$ cat config.mk
export PLATFORM = sky130hd
export DESIGN_NAME = pong_game_ctrl
export DESIGN_NICKNAME = d
export VERILOG_FILES = /design/src/rtl/pong_pkg.sv /design/src/rtl/pong_paddle_ctrl.sv /design/src/rtl/pong_game_ctrl.sv
export SDC_FILE = /design/constraint.sdc
export NUM_CORES = 1
export LEC_CHECK = 0
export BUFFER_PORTS_ARGS = -buffer_cell sky130_fd_sc_hd__clkbuf_2
export CAP_MARGIN = 20
export CORE_UTILIZATION = 51
export CTS_CLUSTER_SIZE = 20
export DETAILED_ROUTE_END_ITERATION = 16
export GPL_ROUTABILITY_DRIVEN = 0
export PLACE_DENSITY_LB_ADDON = 0.15
export SLEW_MARGIN = 10
export SYNTH_ARGS = -nofsm -noshare
export SYNTH_HDL_FRONTEND = slang
export SYNTH_SLANG_ARGS = --single-unit
export TNS_END_PERCENT = 20
$ cat constraint.sdc
create_clock -name clk -period 5.4 [get_ports clk]
set_input_delay 0.27 -clock clk [delete_from_list [all_inputs] [get_ports clk]]
set_output_delay 0.27 -clock clk [all_outputs]
set_load 0.01 [all_outputs]
$ cat src/rtl/pong_pkg.sv
// ============================================================================
// pong_pkg : shared state encoding, screen bounds and object geometry for Pong
// Rev 1.0
// ============================================================================
`default_nettype none

package pong_pkg;

  typedef logic signed [10:0] coord_t;

  typedef enum logic [2:0] {
    ST_SERVE     = 3'd0,
    ST_PLAY      = 3'd1,
    ST_POINT     = 3'd2,
    ST_GAME_OVER = 3'd3
  } state_t;

  localparam coord_t H_MIN    = 11'sd144;
  localparam coord_t H_MAX    = 11'sd783;
  localparam coord_t V_MIN    = 11'sd35;
  localparam coord_t V_MAX    = 11'sd515;
  localparam coord_t P1_X     = 11'sd150;
  localparam coord_t P2_X     = 11'sd760;
  localparam coord_t PAD_W    = 11'sd20;
  localparam coord_t PAD_H    = 11'sd40;
  localparam coord_t BALL_SZ  = 11'sd8;
  localparam coord_t PAD_SPD  = 11'sd2;
  localparam coord_t BALL_SPD = 11'sd2;

  localparam coord_t BALL_X_CTR = 11'sd460;
  localparam coord_t BALL_Y_CTR = 11'sd271;
  localparam coord_t PAD_Y_RST  = 11'sd255;

  // Derived limits, kept at 11 bits so all compares stay signed and width-matched
  localparam coord_t PAD_LAST   = PAD_H - 11'sd1;
  localparam coord_t BALL_LAST  = BALL_SZ - 11'sd1;
  localparam coord_t PAD_Y_MAX  = V_MAX - PAD_H + 11'sd1;
  localparam coord_t BALL_Y_MAX = V_MAX - BALL_SZ + 11'sd1;
  localparam coord_t BALL_X_MAX = H_MAX - BALL_SZ + 11'sd1;
  localparam coord_t P1_FACE    = P1_X + PAD_W;
  localparam coord_t P2_HIT_X   = P2_X - BALL_SZ;
  localparam coord_t AI_OFS     = (BALL_SZ >>> 1) - (PAD_H >>> 1);

  localparam logic [5:0] POINT_FRAMES = 6'd60;
  localparam logic [3:0] WIN_SCORE    = 4'd9;

  function automatic logic [9:0] to_pix(input coord_t v);
    return 10'(v);
  endfunction

endpackage

`default_nettype wire

$ cat src/rtl/pong_paddle_ctrl.sv
// ============================================================================
// pong_paddle_ctrl : paddle row register, moves PAD_SPD per tick, clamped
// Rev 1.0
// ============================================================================
`default_nettype none

module pong_paddle_ctrl
  import pong_pkg::*;
(
  input  logic       clk,
  input  logic       rst,
  input  logic       i_tick,
  input  logic       i_up,
  input  logic       i_down,
  input  logic       i_load,
  output logic [9:0] o_y
);

  logic [9:0] r_y;
  logic [9:0] w_nxt_y;
  coord_t     w_cur;
  coord_t     w_step;

  always_comb begin
    w_cur  = $signed({1'b0, r_y});
    w_step = w_cur;
    if (i_up && !i_down) begin
      w_step = w_cur - PAD_SPD;
    end else if (i_down && !i_up) begin
      w_step = w_cur + PAD_SPD;
    end
    if (w_step < V_MIN) begin
      w_step = V_MIN;
    end else if (w_step > PAD_Y_MAX) begin
      w_step = PAD_Y_MAX;
    end

    w_nxt_y = r_y;
    if (i_load) begin
      w_nxt_y = to_pix(PAD_Y_RST);
    end else if (i_tick) begin
      w_nxt_y = to_pix(w_step);
    end
  end

  always_ff @(posedge clk or posedge rst) begin
    if (rst) begin
      r_y <= to_pix(PAD_Y_RST);
    end else begin
      r_y <= w_nxt_y;
    end
  end

  assign o_y = r_y;

endmodule

`default_nettype wire

$ cat src/rtl/pong_game_ctrl.sv
// ============================================================================
// pong_game_ctrl : Pong sequencer - paddles, ball motion, serve and scoring.
// Define PONG_AI_EN to have paddle 2 track the ball instead of up2/down2.
// Rev 1.0
// ============================================================================
`default_nettype none

module pong_game_ctrl
  import pong_pkg::*;
(
  input  logic        clk,
  input  logic        rst,
  input  logic        frame_tick,
  input  logic        up1,
  input  logic        down1,
  input  logic        up2,
  input  logic        down2,
  input  logic        serve,
  output logic [9:0]  paddle1_y,
  output logic [9:0]  paddle2_y,
  output logic [9:0]  ball_x,
  output logic [9:0]  ball_y,
  output logic [15:0] score,
  output logic [2:0]  game_state
);

  state_t     r_state, w_nxt_state;
  logic [9:0] r_ball_x, r_ball_y, w_nxt_x, w_nxt_y;
  logic       r_dx_right, r_dy_down, w_nxt_dx, w_nxt_dy;
  logic       r_serve_right, w_nxt_serve_right;
  logic [3:0] r_score1, r_score2, w_nxt_s1, w_nxt_s2;
  logic [5:0] r_pt_cnt, w_nxt_cnt;
  logic       r_serve_q;

  logic       w_serve_rise;
  logic       w_pad_tick;
  logic       w_pad_load;
  logic       w_p2_up, w_p2_dn;
  logic [9:0] w_p1_y, w_p2_y;

  coord_t     w_bx, w_by, w_nx, w_ny, w_p1, w_p2;
  logic       w_row1, w_row2, w_hit1, w_hit2, w_miss_l, w_miss_r;

  assign w_serve_rise = serve & ~r_serve_q;
  assign w_pad_tick   = frame_tick & (r_state != ST_GAME_OVER);
  assign w_pad_load   = (r_state == ST_GAME_OVER) & w_serve_rise;

  // Candidate move and collision tests against the current paddle rows
  always_comb begin
    w_bx = $signed({1'b0, r_ball_x});
    w_by = $signed({1'b0, r_ball_y});
    w_p1 = $signed({1'b0, w_p1_y});
    w_p2 = $signed({1'b0, w_p2_y});
    w_nx = r_dx_right ? (w_bx + BALL_SPD) : (w_bx - BALL_SPD);
    w_ny = r_dy_down  ? (w_by + BALL_SPD) : (w_by - BALL_SPD);

    w_row1 = ((w_ny + BALL_LAST) >= w_p1) && (w_ny <= (w_p1 + PAD_LAST));
    w_row2 = ((w_ny + BALL_LAST) >= w_p2) && (w_ny <= (w_p2 + PAD_LAST));

    w_hit1 = !r_dx_right && (w_bx >= P1_FACE) && (w_nx < P1_FACE) && w_row1;
    w_hit2 = r_dx_right && ((w_bx + BALL_LAST) < P2_X) &&
             ((w_nx + BALL_LAST) >= P2_X) && w_row2;

    w_miss_l = (w_nx < H_MIN);
    w_miss_r = (w_nx > BALL_X_MAX);
  end

`ifdef PONG_AI_EN
  coord_t w_ai_tgt;

  always_comb begin
    w_ai_tgt = w_by + AI_OFS;
    w_p2_dn  = (w_ai_tgt - w_p2) >= PAD_SPD;
    w_p2_up  = (w_p2 - w_ai_tgt) >= PAD_SPD;
  end
`else
  assign w_p2_up = up2;
  assign w_p2_dn = down2;
`endif

  always_comb begin
    w_nxt_state       = r_state;
    w_nxt_x           = r_ball_x;
    w_nxt_y           = r_ball_y;
    w_nxt_dx          = r_dx_right;
    w_nxt_dy          = r_dy_down;
    w_nxt_serve_right = r_serve_right;
    w_nxt_s1          = r_score1;
    w_nxt_s2          = r_score2;
    w_nxt_cnt         = r_pt_cnt;

    case (r_state)
      ST_SERVE: begin
        if (w_serve_rise) begin
          w_nxt_state = ST_PLAY;
        end
      end

      ST_PLAY: begin
        if (frame_tick) begin
          if (w_ny < V_MIN) begin
            w_nxt_y  = to_pix(V_MIN);
            w_nxt_dy = 1'b1;
          end else if (w_ny > BALL_Y_MAX) begin
            w_nxt_y  = to_pix(BALL_Y_MAX);
            w_nxt_dy = 1'b0;
          end else begin
            w_nxt_y = to_pix(w_ny);
          end

          if (w_hit1) begin
            w_nxt_x  = to_pix(P1_FACE);
            w_nxt_dx = 1'b1;
          end else if (w_hit2) begin
            w_nxt_x  = to_pix(P2_HIT_X);
            w_nxt_dx = 1'b0;
          end else begin
            w_nxt_x = to_pix(w_nx);
            // Next serve heads toward whoever just lost the point
            if (w_miss_l) begin
              w_nxt_s2          = r_score2 + 4'd1;
              w_nxt_serve_right = 1'b0;
              w_nxt_cnt         = 6'd0;
              w_nxt_state       = ST_POINT;
            end else if (w_miss_r) begin
              w_nxt_s1          = r_score1 + 4'd1;
              w_nxt_serve_right = 1'b1;
              w_nxt_cnt         = 6'd0;
              w_nxt_state       = ST_POINT;
            end
          end
        end
      end

      ST_POINT: begin
        if (frame_tick) begin
          if (r_pt_cnt == (POINT_FRAMES - 6'd1)) begin
            if ((r_score1 == WIN_SCORE) || (r_score2 == WIN_SCORE)) begin
              w_nxt_state = ST_GAME_OVER;
            end else begin
              w_nxt_state = ST_SERVE;
              w_nxt_x     = to_pix(BALL_X_CTR);
              w_nxt_y     = to_pix(BALL_Y_CTR);
              w_nxt_dx    = r_serve_right;
            end
          end else begin
            w_nxt_cnt = r_pt_cnt + 6'd1;
          end
        end
      end

      ST_GAME_OVER: begin
        if (w_serve_rise) begin
          w_nxt_state       = ST_SERVE;
          w_nxt_s1          = 4'd0;
          w_nxt_s2          = 4'd0;
          w_nxt_x           = to_pix(BALL_X_CTR);
          w_nxt_y           = to_pix(BALL_Y_CTR);
          w_nxt_dx          = 1'b1;
          w_nxt_serve_right = 1'b1;
        end
      end

      default: begin
        w_nxt_state = ST_SERVE;
      end
    endcase
  end

  always_ff @(posedge clk or posedge rst) begin
    if (rst) begin
      r_state       <= ST_SERVE;
      r_ball_x      <= to_pix(BALL_X_CTR);
      r_ball_y      <= to_pix(BALL_Y_CTR);
      r_dx_right    <= 1'b1;
      r_dy_down     <= 1'b1;
      r_serve_right <= 1'b1;
      r_score1      <= 4'd0;
      r_score2      <= 4'd0;
      r_pt_cnt      <= 6'd0;
      r_serve_q     <= 1'b0;
    end else begin
      r_state       <= w_nxt_state;
      r_ball_x      <= w_nxt_x;
      r_ball_y      <= w_nxt_y;
      r_dx_right    <= w_nxt_dx;
      r_dy_down     <= w_nxt_dy;
      r_serve_right <= w_nxt_serve_right;
      r_score1      <= w_nxt_s1;
      r_score2      <= w_nxt_s2;
      r_pt_cnt      <= w_nxt_cnt;
      r_serve_q     <= serve;
    end
  end

  pong_paddle_ctrl u_pad1 (
    .clk    (clk),
    .rst    (rst),
    .i_tick (w_pad_tick),
    .i_up   (up1),
    .i_down (down1),
    .i_load (w_pad_load),
    .o_y    (w_p1_y)
  );

  pong_paddle_ctrl u_pad2 (
    .clk    (clk),
    .rst    (rst),
    .i_tick (w_pad_tick),
    .i_up   (w_p2_up),
    .i_down (w_p2_dn),
    .i_load (w_pad_load),
    .o_y    (w_p2_y)
  );

  assign paddle1_y  = w_p1_y;
  assign paddle2_y  = w_p2_y;
  assign ball_x     = r_ball_x;
  assign ball_y     = r_ball_y;
  assign score      = {4'h0, r_score1, 4'h0, r_score2};
  assign game_state = r_state;

endmodule

`default_nettype wire

==> run_results.csv <==
group,metric,value,unit
routing,post_drt_wl_per_cell,18.1,um
routing,dr.pass1.iters,13,
placed_design,dpl_worst_slack,0.294,ns
cts,cts_sinks,59,
pwr,p_int,1.49,mW
worst_setup_path,crit_path_max_incr_delay,0.56,ns
synthesis,synth_cell_types,76,
global_routing,met1_usage,36.7,%
pwr,peakVddDrop,0.158,mV
routing,drt-initial-drc-count,416,
pwr,combinationalPowerShare,49.9,%
pwr,p_leak,3.21,nW
synthesis,ys_async_sr_fraction,100,%
worst_setup_path,crit_buf_inv,1,
outcome,outcome,"finished with violations",
global_routing,grt_pass1_vias,5853,
layout,n_antenna_cell,0,
synthesis,yosysSeqAreaShare,24.4,%
pwr,p_per_area,377,nW/um2
outcome,violations,"DRC",
cts,cts_root_buf,"clkbuf_16",
global_routing,antenna_found_initial,0,
synthesis,yosys_warnings,0,
routing,num_vias,5941,
cts,path_clk_slew,0.05,ns
timing,hold_ws,0.0649,ns
cts,clk_latency,0.33,ns
worst_setup_path,crit_slowest_cell,"or4_4",
die,die_w,112,um
synthesis,synth_cells,734,
cts,post_cts_buffers,0,
die,start_util,53.3,%
timing,final_hold_viol_count,0,
timing,clock-skew-final,0.00581,ns
layout,area_delta_synth_final,11.8,%
global_routing,grt.busiest_layer,"met2",
timing,min_period_over_period,93.3,%
worst_setup_path,cp.required,5.62,ns
synthesis,ys.flop_type,"dfrtp_1",
cts,numCtsBuffers,9,
global_routing,use_met2,47.1,%
synthesis,synth_area_leaders,"ha_1 16%, dfstp_2 12%, dfrtp_1 12%",
pwr,pwr-share-clk,22.6,%
die,core_area,11600,um2
routing,viasPerCell,6.31,
timing,tns,0,ns
placed_design,io_buffers,56,
layout,layout.nets,882,
routing,ant_nets,0,
routing,drc,5,
worst_setup_path,worstPathCellList,"inv_1, ha_1, and3_1, a221oi_1, nor2_1, nor2_1, nand3_1, nor3_1, nand2b_1, xnor2_1, ha_1, o21a_1, o21ai_0, a21oi_1, nand4_1, or4_4, a22o_4, a21oi_4, nor2_2, mux2_4",
worst_setup_path,cp.arrival,5.26,ns
layout,drive_above_1_share,16.4,%
job,drv_cap,0,
cts,h-tree-depth,3,
die,ios,67,
pwr,p_sw,1.12,mW
timing,period_needed,5.04,ns
global_routing,grt_use_met3,4.10,%
worst_setup_path,critPathMaxFanout,11,
timing,worst_pin_slew,0.797,ns
pwr,power_switching_share,42.8,%
timing,drv_slew,0,
synthesis,syn_area,6190,um2
worst_setup_path,crit_family,"simple AND/OR/NAND/NOR gates",
cts,cts_tree,"built",
die,rows,39,
timing,grt_setup_unrepaired,"false",
pwr,power,2.61,mW
worst_setup_path,cp-start-kind,"flip-flop",
worst_setup_path,worstSetupPathType,"reg2reg",
global_routing,gr-total-overflow,0,
pwr,power_frac_seq,27.5,%
die,die_y,112,um
timing,setup-violations-final,0,
synthesis,yosysTopAreaCell,"ha_1",
timing,finalWorstSetupSlack,0.360,ns
global_routing,gr-usage-all-layers,28.3,%
synthesis,synth.avg_cell_area,8.43,um2
timing,slew_headroom,46.4,%
global_routing,grt_max_degree,60,
worst_setup_path,cp-end-kind,"flip-flop",
cts,clockBufferDepth,2,
timing,clock.fmax,198,MHz
min_path,hold_class,"in2reg",
routing,drt-total-wl,17.1,mm
synthesis,synth.ff_latch_count,59,
synthesis,synth_edf_count,0,
placed_design,hpwlAfterDp,13.0,mm
die,dieArea,12600,um2
global_routing,grt_pass1_wl,28.7,mm
synthesis,synth_top_area_share,15.8,%
-- area by class of cell --
type                       instances  area [um2]
clock inverter                     2        35.0
multi-input combinational        618        4430
clock buffer                      14         264
inverter                          41         154
sequential                        59        1510
timing repair buffer              65         348
fill                            1059        4690
tap                              143         179
-- Yosys cell counts, types with 7 or more instances --
cell and count:
inv_1 38, xor2_1 10, nor4_1 7, a31oi_1 12
nor2_1 58, xnor2_1 45, dfrtp_1 30, dfstp_2 29
nand2b_1 10, buf_4 10, ha_1 78, o21ai_0 60
a21o_1 14, nor3_1 20, a21oi_1 36, o21a_1 9
a22oi_1 13, nand4_1 13, a211oi_1 9, nand2_1 46
clkbuf_1 12, nand3_1 21, nor2b_1 14, o31ai_1 10
o21bai_1 8
-- worst paths after layout --
check,start,to,slack (ns),cells after the start
max,r_dy_down,r_score2[1],0.36,20
min,serve,r_serve_q,0.06,1
max reg2reg,r_dy_down,r_score2[1],0.36,20
min reg2reg,r_dy_down,r_dy_down,0.50,2
max in group asynchronous,rst,ball_y[5],4.73,3
min in group asynchronous,rst,r_score1[0],0.13,3
-- through the flow --
stage / cell area [um2] / utilization [%] / std cells
2_1_floorplan: 6220 / - / 743
3_3_place_gp: 6610 / 56.9 / 926
3_5_place_dp: 6610 / 56.9 / 926
4_1_cts: 6910 / 59.5 / 942
5_1_grt: 6920 / 59.6 / 942
6_report: 6920 / 59.6 / 942
-- power by group through the flow --
| stage | clock, mW | sequential (mW) | combinational, mW |
|---|---|---|---|
| finish | 0.589 | 0.718 | 1.30 |
| detailed placement | 0 | 0.717 | 1.28 |
| global route | 0.617 | 0.733 | 1.47 |
| global placement | 0 | 0.711 | 1.24 |
| CTS | 0.598 | 0.712 | 1.29 |
| floorplan | 0 | 0.685 | 0.962 |
-- layout by cell type, fill, tap and decap left out, drive strengths merged, types with 13 or more instances in the layout --
cell / n
inv: 38
o21ai: 60
xnor2: 45
a21oi: 38
nand2: 46
dfrtp: 30
nand4: 13
nor3: 20
a22oi: 13
dfstp: 29
nor2b: 14
clkbuf: 70
nor2: 59
nand3: 21
ha: 78
a21o: 14
-- state kept, by name, indices dropped and copies added (netlist names) --
register and cells:
ball_y 10, u_pad1.o_y 10, u_pad2.o_y 10, ball_x 9, r_pt_cnt 6, r_score1 4, r_score2 4, game_state 2
r_dx_right 1, r_dy_down 1, r_serve_q 1, r_serve_right 1
-- logic make-up (layout without fill, tap and decap cells) --
| group | Yosys count | in the layout | synth area share (%) |
|---|---|---|---|
| buf+inv | 66 | 122 | 4.77 |
| compound gates | 231 | 231 | 25.4 |
| simple gates | 232 | 232 | 19.3 |
| mux | 10 | 10 | 1.88 |
| fa+ha+maj | 80 | 80 | 16.4 |
| flops | 59 | 59 | 24.4 |
| other cells | 1 | 10 | 0.0606 |
| xor+xnor | 55 | 55 | 7.78 |
-- layer usage --
metal  up-vias  routed length, um
li1       2830                  -
met1      2863               7500
met2       212               8320
met3        36                893
met4         0                373
met5         -                  0
-- what timing repair did --
action,4_1_cts,5_1_grt
setup endpoints to repair,0,11
hold buffers,0,0
resized for setup,0,2
No activity file was read; power rests on OpenSTA's default activity.
